$ cat src/rtl/uart_rx_frame.sv
// rtl/uart_rx_frame.sv - parametrised UART receiver with parity, framing and break detection
// Optional UART_RX_MAJORITY_EN: 2-of-3 vote of rx_s around each sample point.
module uart_rx_frame #(
    parameter int CLK_DIV   = 434,
    parameter int CNT_W     = 9,
    parameter int DATA_BITS = 8,
    parameter int PARITY    = 0,
    parameter int STOP_BITS = 1
) (
    input  logic                 clk,
    input  logic                 rst_n,
    input  logic                 rx,
    output logic [DATA_BITS-1:0] rx_dat,
    output logic                 rx_vld,
    output logic                 rx_perr,
    output logic                 rx_ferr,
    output logic                 rx_brk,
    output logic                 busy
);

    localparam logic [2:0] S_IDLE     = 3'd0;
    localparam logic [2:0] S_START    = 3'd1;
    localparam logic [2:0] S_DATA     = 3'd2;
    localparam logic [2:0] S_PARITY   = 3'd3;
    localparam logic [2:0] S_STOP     = 3'd4;
    localparam logic [2:0] S_BRK_WAIT = 3'd5;

    localparam logic [CNT_W-1:0] BIT_LAST = CNT_W'(CLK_DIV - 1);
`ifdef UART_RX_MAJORITY_EN
    // The vote needs the sample after the nominal point, so every decision lands one clk later.
    localparam logic [CNT_W-1:0] START_DEC = CNT_W'(CLK_DIV / 2);
`else
    localparam logic [CNT_W-1:0] START_DEC = CNT_W'(CLK_DIV / 2 - 1);
`endif
    localparam logic [3:0] DATA_LAST = 4'(DATA_BITS - 1);
    localparam logic [3:0] STOP_LAST = 4'(STOP_BITS - 1);

    logic                 sync1, sync2, sync3;
    logic                 rx_s;
    logic                 fall;
    logic                 bit_s;
    logic [2:0]           state;
    logic [CNT_W-1:0]     cnt;
    logic [3:0]           bit_cnt;
    logic [DATA_BITS-1:0] shreg;
    logic                 par_acc;
    logic                 all_low;
    logic                 ferr_acc;
    logic                 ferr_next;
    logic                 brk_next;

    always_ff @(posedge clk or negedge rst_n) begin
        if (!rst_n) begin
            sync1 <= 1'b1;
            sync2 <= 1'b1;
            sync3 <= 1'b1;
        end else begin
            sync1 <= rx;
            sync2 <= sync1;
            sync3 <= sync2;
        end
    end

    assign rx_s = sync2;
    assign fall = sync3 & ~sync2;

`ifdef UART_RX_MAJORITY_EN
    logic hist0, hist1;

    always_ff @(posedge clk or negedge rst_n) begin
        if (!rst_n) begin
            hist0 <= 1'b1;
            hist1 <= 1'b1;
        end else begin
            hist0 <= rx_s;
            hist1 <= hist0;
        end
    end

    assign bit_s = (rx_s & hist0) | (rx_s & hist1) | (hist0 & hist1);
`else
    assign bit_s = rx_s;
`endif

    // Final stop sample folded in combinationally so the flags load with rx_vld.
    assign ferr_next = ferr_acc | ~bit_s;
    assign brk_next  = all_low & ~bit_s;
    assign busy      = (state != S_IDLE);

    always_ff @(posedge clk or negedge rst_n) begin
        if (!rst_n) begin
            state    <= S_IDLE;
            cnt      <= '0;
            bit_cnt  <= '0;
            shreg    <= '0;
            par_acc  <= 1'b0;
            all_low  <= 1'b0;
            ferr_acc <= 1'b0;
            rx_dat   <= '0;
            rx_vld   <= 1'b0;
            rx_perr  <= 1'b0;
            rx_ferr  <= 1'b0;
            rx_brk   <= 1'b0;
        end else begin
            rx_vld <= 1'b0;
            case (state)
                S_IDLE: begin
                    cnt <= '0;
                    if (fall) begin
                        state <= S_START;
                    end
                end
                S_START: begin
                    if (cnt == START_DEC) begin
                        cnt <= '0;
                        if (bit_s) begin
                            state <= S_IDLE;
                        end else begin
                            state    <= S_DATA;
                            bit_cnt  <= '0;
                            par_acc  <= 1'b0;
                            all_low  <= 1'b1;
                            ferr_acc <= 1'b0;
                        end
                    end else begin
                        cnt <= cnt + 1'b1;
                    end
                end
                S_DATA: begin
                    if (cnt == BIT_LAST) begin
                        cnt     <= '0;
                        shreg   <= {bit_s, shreg[DATA_BITS-1:1]};
                        par_acc <= par_acc ^ bit_s;
                        all_low <= all_low & ~bit_s;
                        if (bit_cnt == DATA_LAST) begin
                            bit_cnt <= '0;
                            state   <= (PARITY != 0) ? S_PARITY : S_STOP;
                        end else begin
                            bit_cnt <= bit_cnt + 1'b1;
                        end
                    end else begin
                        cnt <= cnt + 1'b1;
                    end
                end
                S_PARITY: begin
                    if (cnt == BIT_LAST) begin
                        cnt     <= '0;
                        par_acc <= par_acc ^ bit_s;
                        all_low <= all_low & ~bit_s;
                        state   <= S_STOP;
                    end else begin
                        cnt <= cnt + 1'b1;
                    end
                end
                S_STOP: begin
                    if (cnt == BIT_LAST) begin
                        cnt      <= '0;
                        all_low  <= brk_next;
                        ferr_acc <= ferr_next;
                        if (bit_cnt == STOP_LAST) begin
                            // Leave half a bit early so a back-to-back start edge is seen in IDLE.
                            bit_cnt <= '0;
                            rx_vld  <= 1'b1;
                            rx_dat  <= brk_next ? '0 : shreg;
                            rx_perr <= (PARITY != 0) && (par_acc != (PARITY == 1));
                            rx_ferr <= ferr_next;
                            rx_brk  <= brk_next;
                            state   <= ferr_next ? S_BRK_WAIT : S_IDLE;
                        end else begin
                            bit_cnt <= bit_cnt + 1'b1;
                        end
                    end else begin
                        cnt <= cnt + 1'b1;
                    end
                end
                S_BRK_WAIT: begin
                    cnt <= '0;
                    if (rx_s) begin
                        state <= S_IDLE;
                    end
                end
                default: begin
                    state <= S_IDLE;
                    cnt   <= '0;
                end
            endcase
        end
    end

endmodule
$ cat config.mk
export PLATFORM = sky130hd
export DESIGN_NAME = uart_rx_frame
export DESIGN_NICKNAME = d
export VERILOG_FILES = /design/src/rtl/uart_rx_frame.sv
export SDC_FILE = /design/constraint.sdc
export NUM_CORES = 1
export LEC_CHECK = 0
export CAP_MARGIN = 20
export CORE_MARGIN = 4
export CORE_UTILIZATION = 56
export DETAILED_ROUTE_END_ITERATION = 12
export GPL_ROUTABILITY_DRIVEN = 0
export PLACE_DENSITY_LB_ADDON = 0.08
export SYNTH_ARGS = -nofsm -noshare
export SYNTH_HDL_FRONTEND = slang
export SYNTH_SLANG_ARGS = --single-unit
export TNS_END_PERCENT = 1
$ cat constraint.sdc
create_clock -name clk -period 2.4 [get_ports clk]
set_input_delay 0.48 -clock clk [delete_from_list [all_inputs] [get_ports clk]]
set_output_delay 0.48 -clock clk [all_outputs]
set_load 0.02 [all_outputs]
==> impl_metrics.yaml, run 1 <==
run_status:
  status: "finished, final reports clean"
clocking:
  cts_setup_buffers: 0
  clk_pin_slew_ns: 0.13
  cts_buffer_depth: 2
  hold_buffers: 0
  cts_root_buf: "clkbuf_4"
  htree_levels: 2
  clk_latency_ns: 0.35
  postCtsResizedCells: 0
  cts_num_sinks: 40
  cts_buffers: 5
  cts_tree: "yes"
layout:
  area_growth_pct: 13.6
  instances_no_fill: 242
  drive_gt1_share_pct: 14.6
  multi_input_area_um2: 811
  seq_area_um2: 1000
  fin_util_pct: 68.4
  n_antenna_cell: 0
  nets: 205
  n_fill_cell: 251
timing:
  setup_viol: 0
  max-slew-margin-rel_pct: 43.5
  rsz0062_at_grt: "no"
  fin_ws_ns: 0.148
  max_freq_ghz: 0.444
  slew_violations: 0
  final.setup_skew_ns: 0.0107
  fin_crit_sh_pct: 93.8
  tns_ns: 0
  max_slew.worst_pin.slew_ns: 0.848
  hold_viol_final: 0
  min_period_ns: 2.25
global_routing:
  grt_overflow_total: 0
  grt_pass1_vias: 1275
  track_usage_pct: 17.6
  grt_antenna_before_repair: 0
  grt_max_degree: 41
  grt_pass1_wl_um: 5790
logic_synthesis:
  netlist.top_cell.by_area: "dfrtp_1"
  synth_edf_count: 0
  synth.avg_cell_area_um2: 10.5
  yosys.area.top_type_share_pct: 49.2
  synth_most_common_cell: "dfrtp_1"
  yosys-top-cells-count: "37 x dfrtp_1, 29 x nand2_1, 19 x o21ai_0"
  synth_cell_types: 43
  postSynthCellCount: 180
  synthArstFlopShare_pct: 100
  ys_seq_area_share_pct: 53.4
  synthFlopType: "dfrtp_1"
  netlist_top_cells_area: "dfrtp_1 49%, nand2_1 5.8%, mux2_2 5.4%, o21ai_0 5.0%, dfstp_2 4.2%"
  synth-seq-cells: 40
  synth_nets: 188
  ys_warn_count: 0
  synth_area_um2: 1880
floorplanning:
  std_cell_rows: 20
  dieArea_um2: 4350
  die_y_um: 66.0
  start_util_pct: 60.2
  ios: 16
  dieWidth_um: 66.0
  coreArea_um2: 3130
drt:
  postRouteAntennaNets: 0
  viasPerCell: 5.59
  drc: 0
  via_count: 1353
  wl_um: 3340
  first_pass_iters: 4
  drt-initial-drc-count: 117
  post_drt_wl_per_cell_um: 13.8
critical_path:
  crit_chain: "or3_1 -> clkdlybuf4s50_1"
  critPathLaunchType: "flip-flop"
  critPathKind: "reg2out"
  cp_max_fo: 10
  critPathArrivalTime_ns: 1.77
  max_stage_delay_ns: 0.55
  cp_slowest_cell: "clkdlybuf4s50_1"
  required_ns: 1.92
  end_kind: "output pin"
pwr:
  p_leak_nw: 0.947
  totalPowerFinal_w: 0.00144
  vdd_drop_max_uv: 473
  p_per_area_nw_per_um2: 671
min_path:
  hp-class: "in2async"
placement:
  dp_slack_ns: 0.295
  placed_cells: 234
  dpl.hpwl_um: 2380
  port_buffers: 14
run:
  cap_violations: 0
area by class of cell:
type	instances	area share [%]
sequential	40	47.0
clock inverter	3	2.22
clock buffer	5	1.75
multi-input combinational	126	37.9
timing repair buffer	17	7.37
tap	44	2.57
inverter	7	1.23
state kept, by name (all words and copies together) (netlist names), 3 cells and up:
name,flops
state,3
bit_cnt,4
cnt,9
shreg,8
rx_dat,8
worst max-delay path, delay by kind of cell (launching register included):
family | cells | cell delay (ns)
buffers and inverters | 1 | 0.55
DFF | 1 | 0.49
and+or+nand+nor | 1 | 0.40
final timing paths:
check	start	to	slack, ns	cells past startpoint
max	state[2]	busy	0.15	2
min	rst_n	rx_brk	0.23	1
max reg2reg	bit_cnt[0]	state[0]	0.26	7
min reg2reg	sync1	bit_s	0.36	0
max in group asynchronous	rst_n	state[1]	1.64	1
min in group clk	sync1	bit_s	0.36	0
placed cells by master, fill, tap and decap left out, types with 5 or more instances in the layout:
cell type	netlist	final
clkbuf_4	0	5
clkdlybuf4s50_1	0	13
dfrtp_1	37	37
ha_1	5	5
inv_1	7	7
mux2_2	9	9
nand2_1	29	29
nand3_1	6	6
nor2_1	10	10
o21ai_0	19	19
power breakdown:
part | switching (W) | leakage, nW | total, W | internal, W
Combinational | 0.000128 | 0.358 | 0.000238 | 0.000109
Clock | 0.000224 | 0.0454 | 0.000446 | 0.000223
Sequential | 0.0000458 | 0.544 | 0.000752 | 0.000707
cells by family (layout without fill, tap and decap cells):
kind of cell	Yosys count	count (layout)	synth area share, %
xor gates and xnor gates	5	5	2.33
other	1	1	0.199
DFF	40	40	53.4
buffers and inverters	14	32	3.59
adders and majority gates	5	5	3.32
AOI/OAI and AO/OA	36	36	11.6
muxes	9	9	5.38
and+or+nand+nor	70	70	20.2
per-stage QoR:
| step | hold slack [ns] | instance area, um^2 |
|---|---|---|
| global route | 0.283 | 2140 |
| global placement | 0.346 | 2050 |
| detailed placement | 0.349 | 2050 |
| floorplan | 0.184 | 1880 |
| finish | 0.226 | 2140 |
| CTS | 0.242 | 2140 |
metal layers:
metal | wire length [um] | up-vias | global-route usage, %
li1 | - | 664 | -
met2 | 1540 | 43 | 26.8
met5 | 0 | - | 0
met4 | 103 | 0 | 10.2
met1 | 1510 | 634 | 23.1
met3 | 181 | 12 | 3.74
No activity file was read; power rests on OpenSTA's default activity.
==> run 2: changes to the inputs <==
==> constraint.sdc (replaced) <==
create_clock -name clk -period 2.3 [get_ports clk]
set_input_delay 0.46 -clock clk [delete_from_list [all_inputs] [get_ports clk]]
set_output_delay 0.46 -clock clk [all_outputs]
set_load 0.02 [all_outputs]
==> impl_metrics.yaml, run 2 (synthesized netlist as in run 1, its figures left out) <==
run_status:
  status: "finished, final reports clean"
layout:
  area_growth_pct: 13.8
  regMostFlops: "cnt"
  n_antenna_cell: 0
  instances_no_fill: 242
  largest_reg_flops: 9
  drive_gt1_share_pct: 15.2
  top_regs: "cnt: 9 flops, rx_dat: 8 flops, shreg: 8 flops"
  nets: 205
  mostFrequentLayoutCell: "dfrtp_1"
  most-common-layout-cells: "36 x dfrtp_1, 29 x nand2_1, 19 x o21ai_0, 12 x clkdlybuf4s50_1, 10 x nor2_1"
  fin_util_pct: 68.5
timing:
  slew_violations: 0
  max_slew.worst_pin.slew_ns: 0.843
  setup_viol: 0
  tns_ns: 0
  min_period_ns: 2.13
  rsz0062_at_grt: "no"
  fin_crit_sh_pct: 92.4
  max_freq_ghz: 0.470
  final.setup_skew_ns: 0.0148
  max-slew-margin-rel_pct: 43.8
  hold_viol_final: 0
placement:
  dpl.hpwl_um: 2370
  port_buffers: 14
  placed_cells: 234
floorplanning:
  ios: 16
  coreArea_um2: 3130
  die_y_um: 66.0
  std_cell_rows: 20
  dieArea_um2: 4350
  dieWidth_um: 66.0
  start_util_pct: 60.2
critical_path:
  critPathLaunchType: "flip-flop"
  critPathKind: "reg2reg"
  required_ns: 2.56
  critPathArrivalTime_ns: 2.38
  end_kind: "flip-flop"
  cp_max_fo: 5
drt:
  viasPerCell: 5.47
  via_count: 1323
  post_drt_wl_per_cell_um: 13.7
  first_pass_iters: 4
  drc: 0
  wl_um: 3320
  postRouteAntennaNets: 0
  drt-initial-drc-count: 91
pwr:
  p_per_area_nw_per_um2: 706
  vdd_drop_max_uv: 574
  p_leak_nw: 0.951
run:
  cap_violations: 0
global_routing:
  grt_pass1_wl_um: 5980
  track_usage_pct: 18.3
  grt_max_degree: 41
  grt_overflow_total: 0
  grt_pass1_vias: 1285
  grt_antenna_before_repair: 0
clocking:
  cts_num_sinks: 40
  cts_root_buf: "clkbuf_4"
  cts_setup_buffers: 0
  htree_levels: 2
  clk_pin_slew_ns: 0.13
  cts_buffers: 5
  cts_buffer_depth: 2
  clk_latency_ns: 0.36
  cts_tree: "yes"
min_path:
  hp-class: "in2async"
## run 2: changes by cell type in the layout (fill, tap and decap cells not counted)
cell,previous run,this run
clkinv_4,2,0
inv_6,0,1
dfrtp_2,0,1
dlymetal6s2s_1,0,1
dfrtp_1,37,36
clkdlybuf4s50_1,13,12
clkinvlp_4,0,1
## run 2: repair_timing
| action | 4_1_cts | 5_1_grt |
|---|---|---|
| hold buffers | 0 | 0 |
| setup endpoints to repair | 0 | 1 |
| resized for setup | 0 | 2 |
## run 2: metrics by stage
step | area, um^2 | total power, W | hold slack, ns | worst slack (ns)
after global placement | 2050 | 0.00104 | 0.346 | 0.326
final | 2140 | 0.00151 | 0.188 | 0.174
after global routing | 2140 | 0.00160 | 0.247 | 0.0579
after floorplan | 1880 | 0.000974 | 0.164 | 0.398
after detailed placement | 2050 | 0.00105 | 0.349 | 0.195
after CTS | 2140 | 0.00153 | 0.207 | 0.0400
## run 2: power by group
| part | switching (W) | leakage (nW) | internal [W] |
|---|---|---|---|
| logic | 0.000138 | 0.367 | 0.000112 |
| clock network | 0.000242 | 0.0418 | 0.000232 |
| registers | 0.0000497 | 0.542 | 0.000737 |
## run 2: area by class of cell
cell class | instances | area (um^2)
timing repair buffer | 17 | 160
fill | 252 | 986
inverter | 7 | 26.3
multi-input combinational | 126 | 811
clock inverter | 3 | 46.3
tap | 44 | 55.1
sequential | 40 | 1010
clock buffer | 5 | 37.5
## run 2: final timing paths
check	end	from	slack (ns)	depth (start not counted)
hold / removal	rx_ferr	rst_n	0.19	1
hold reg to reg	bit_s	sync1	0.37	0
setup reg to reg	state[0]	bit_cnt[0]	0.17	7
setup / recovery	state[0]	bit_cnt[0]	0.17	7
min in group clk	bit_s	sync1	0.37	0
max in group asynchronous	state[2]	rst_n	1.53	1
## run 2: routing by layer
metal	up-vias	global-route usage, %	wire length [um]
li1	655	-	-
met1	633	23.3	1540
met2	27	28.0	1560
met3	8	5.61	141
met4	0	9.64	82
met5	-	0	0
## run 2: worst max-delay path: stages, from the launching register on
cell and delay (ns):
dfrtp_1 0.45, inv_1 0.08, ha_1 0.17, or3b_1 0.35, a22oi_1 0.34, a41o_1 0.21, o211ai_1 0.14, mux2_2 0.30
==> variant: new RTL, flow settings as in run 2 <==
`DATA_BITS`: 8 -> 6.
--- a/src/rtl/uart_rx_frame.sv
+++ b/src/rtl/uart_rx_frame.sv
@@ -3,7 +3,7 @@
 module uart_rx_frame #(
     parameter int CLK_DIV   = 434,
     parameter int CNT_W     = 9,
-    parameter int DATA_BITS = 8,
+    parameter int DATA_BITS = 6,
     parameter int PARITY    = 0,
     parameter int STOP_BITS = 1
 ) (
Ports: changed (resized rx_dat); port bits go from 16 to 14. No check against the original RTL was run, so the function may have changed too.
==> variant against run 2 <==
Count of clock-buffer cells in the layout rose by 1. Sequential share of layout area fell by 2.9 points. Non-clock buffer count rose by 3. Largest cell class unchanged. Synthesized area fell by 5.6%. Design area fell by 3.8%. Clock skew fell by 0.0015 ns. Setup slack got worse by 0.074 ns. Routed wire length fell by 5.0%. Maximum frequency fell by 3.3%. Global-route usage fell by 0.69 points. Sequential cell count fell by 4.
Power is not compared: it rests on default switching activity, and its combinational part moved more than twofold at a synthesized area within 25%.
==> variant: results (changes against run 2) <==
- Largest net degree at the start of global routing: 37 (-9.8%)
- Layout Nets: 195 (-4.9%)
- Seq area share: 44.0% (-2.9 points)
- Cell Count, Final, Fillers Out: 231 (-4.5%)
- Iter 0 DRT Violations: 64 (-30%)
- Worst reg2reg endpoint: state[2]$_DFFE_PN0P_
- Post-synthesis net count: 173 (-8.0%)
- Crit-path slowest cell: clkdlybuf4s50_1
- Ys Warns: 0 (unchanged)
- Max rail drop VDD: between 0.5 and 0.6 mV
- Placed Cells incl. Taps: 219 (-6.4%)
- Leading post-synthesis cells by cell area: dfrtp_1, o21ai_0, nand2_1
- Bufs w/o clock: 20 (+3)
- Area Growth Syn to Fin: 15.9%
- Worst hold start: sync1$_DFF_PN1_
- Hpwl dp: 2230 microns (-6.0%)
- Via density per instance: 5.23 (-4.3%)
- Reg2Reg Launch Point: cnt[0]$_DFF_PN0_
- CTS clk-pin slew, worst paths: 0.10 ns (-0.03 ns)
- Clock buffers: 6 (+1)
- NonClk Buf Share: 8.74% (+1.3 points)
- Clock Path Buffers: 2 (unchanged)
- Inverters: 7 (unchanged)
- Share of cells above drive strength 1: 21.4% (+6.2 points)
- Crit. Startpoint: state[2]$_DFFE_PN0P_
- Post-Place Cell Area: 0.00195 sq mm (-5.0%)
- Layout clock area frac: 3.70% (-0.21 points)
- Min-Delay Path Class: register to register
- Num sequential: 36 (-10%)
- Top post-synthesis cells by count: dfrtp_1, nand2_1, o21ai_0, nor2_1, inv_1
- Leak Pwr: between 0.9 and 1 nW
- Seq/Total Area, Yosys: 50.9% (-2.5 points)
- Worst Setup EP: busy
- Total track usage: 17.7% (-0.69 points)
- Area of the multi-input gates: 816 sq um (+0.62%)
- Synth unique cells: 47 (+9.3%)
- Largest registers: cnt: 9 flops, rx_dat: 6 flops, shreg: 6 flops
- Cells after Synth: 164 (-8.9%)
- Overall routed net length: 3160 microns (-5.0%)
- Number of buffers added on ports: 12 (-2)
- Fillers: 263 (+4.4%)
- Critical path's top delay family: buffers and inverters
- Status: complete, no violations
- R2r setup slk: 0.11 ns (-0.06 ns)
- #MultiIn Comb: 116 (-7.9%)
- First-pass GRT wire length: 5530 microns (-7.5%)
- Crit-path max cell delay: 0.55 ns (+0.10 ns)
- CP max FO: 9 (+4)
- Clock skew: 0.0133 ns (-0.00150 ns)
-- variant: cell types whose count changed in the layout (fill, tap and decap cells not counted), sizes merged, moves of 2 or more --
cell | before | now
buf | 4 | 8
a21oi | 4 | 2
a21o | 2 | 0
and3b | 0 | 2
nand3 | 6 | 4
dfrtp | 37 | 33
nand2 | 29 | 23
or2 | 2 | 0
nor2b | 3 | 1
and2b | 0 | 2
-- variant: repair_timing --
action                                  in CTS  in global routing
buffers inserted                             0                  4
resized for setup                            1                  1
endpoints found under the setup margin       1                  3
hold buffers                                 0                  0
-- variant: logic make-up after synthesis --
family / Yosys count / share of synthesized area (%)
AND/OR/NAND/NOR: 65 / 22.0
adder cells (fa/ha/maj): 6 / 4.22
other: 1 / 0.211
flip-flops: 36 / 50.9
AO/OA/AOI/OAI: 29 / 10.4
buffers and inverters: 12 / 3.24
XOR/XNOR: 6 / 2.96
multiplexers: 9 / 6.05
-- variant: layer usage --
metal	vias to the layer above	routed length [microns]	track usage (%)
li1	609	-	-
met1	571	1510	21.6
met2	21	1460	27.8
met3	8	117	6.50
met4	0	70	7.92
met5	-	0	0
-- variant: stage by stage --
stage	setup slack [ns]	setup TNS, ns	hold WS, ns	utilization (%)
3_3_place_gp	0.207	0	0.349	63.9
2_1_floorplan	0.125	0	0.164	-
4_1_cts	0.0377	0	0.361	66.5
5_1_grt	-0.0108	-0.0141	0.372	67.5
6_report	0.101	0	0.361	67.5
3_5_place_dp	0.0972	0	0.347	63.9
-- variant: power by group --
part	leakage (nW)	switching [W]	internal (W)
logic	0.399	0.000314	0.000339
clock network	0.0422	0.000208	0.000228
registers	0.484	0.0000723	0.000696
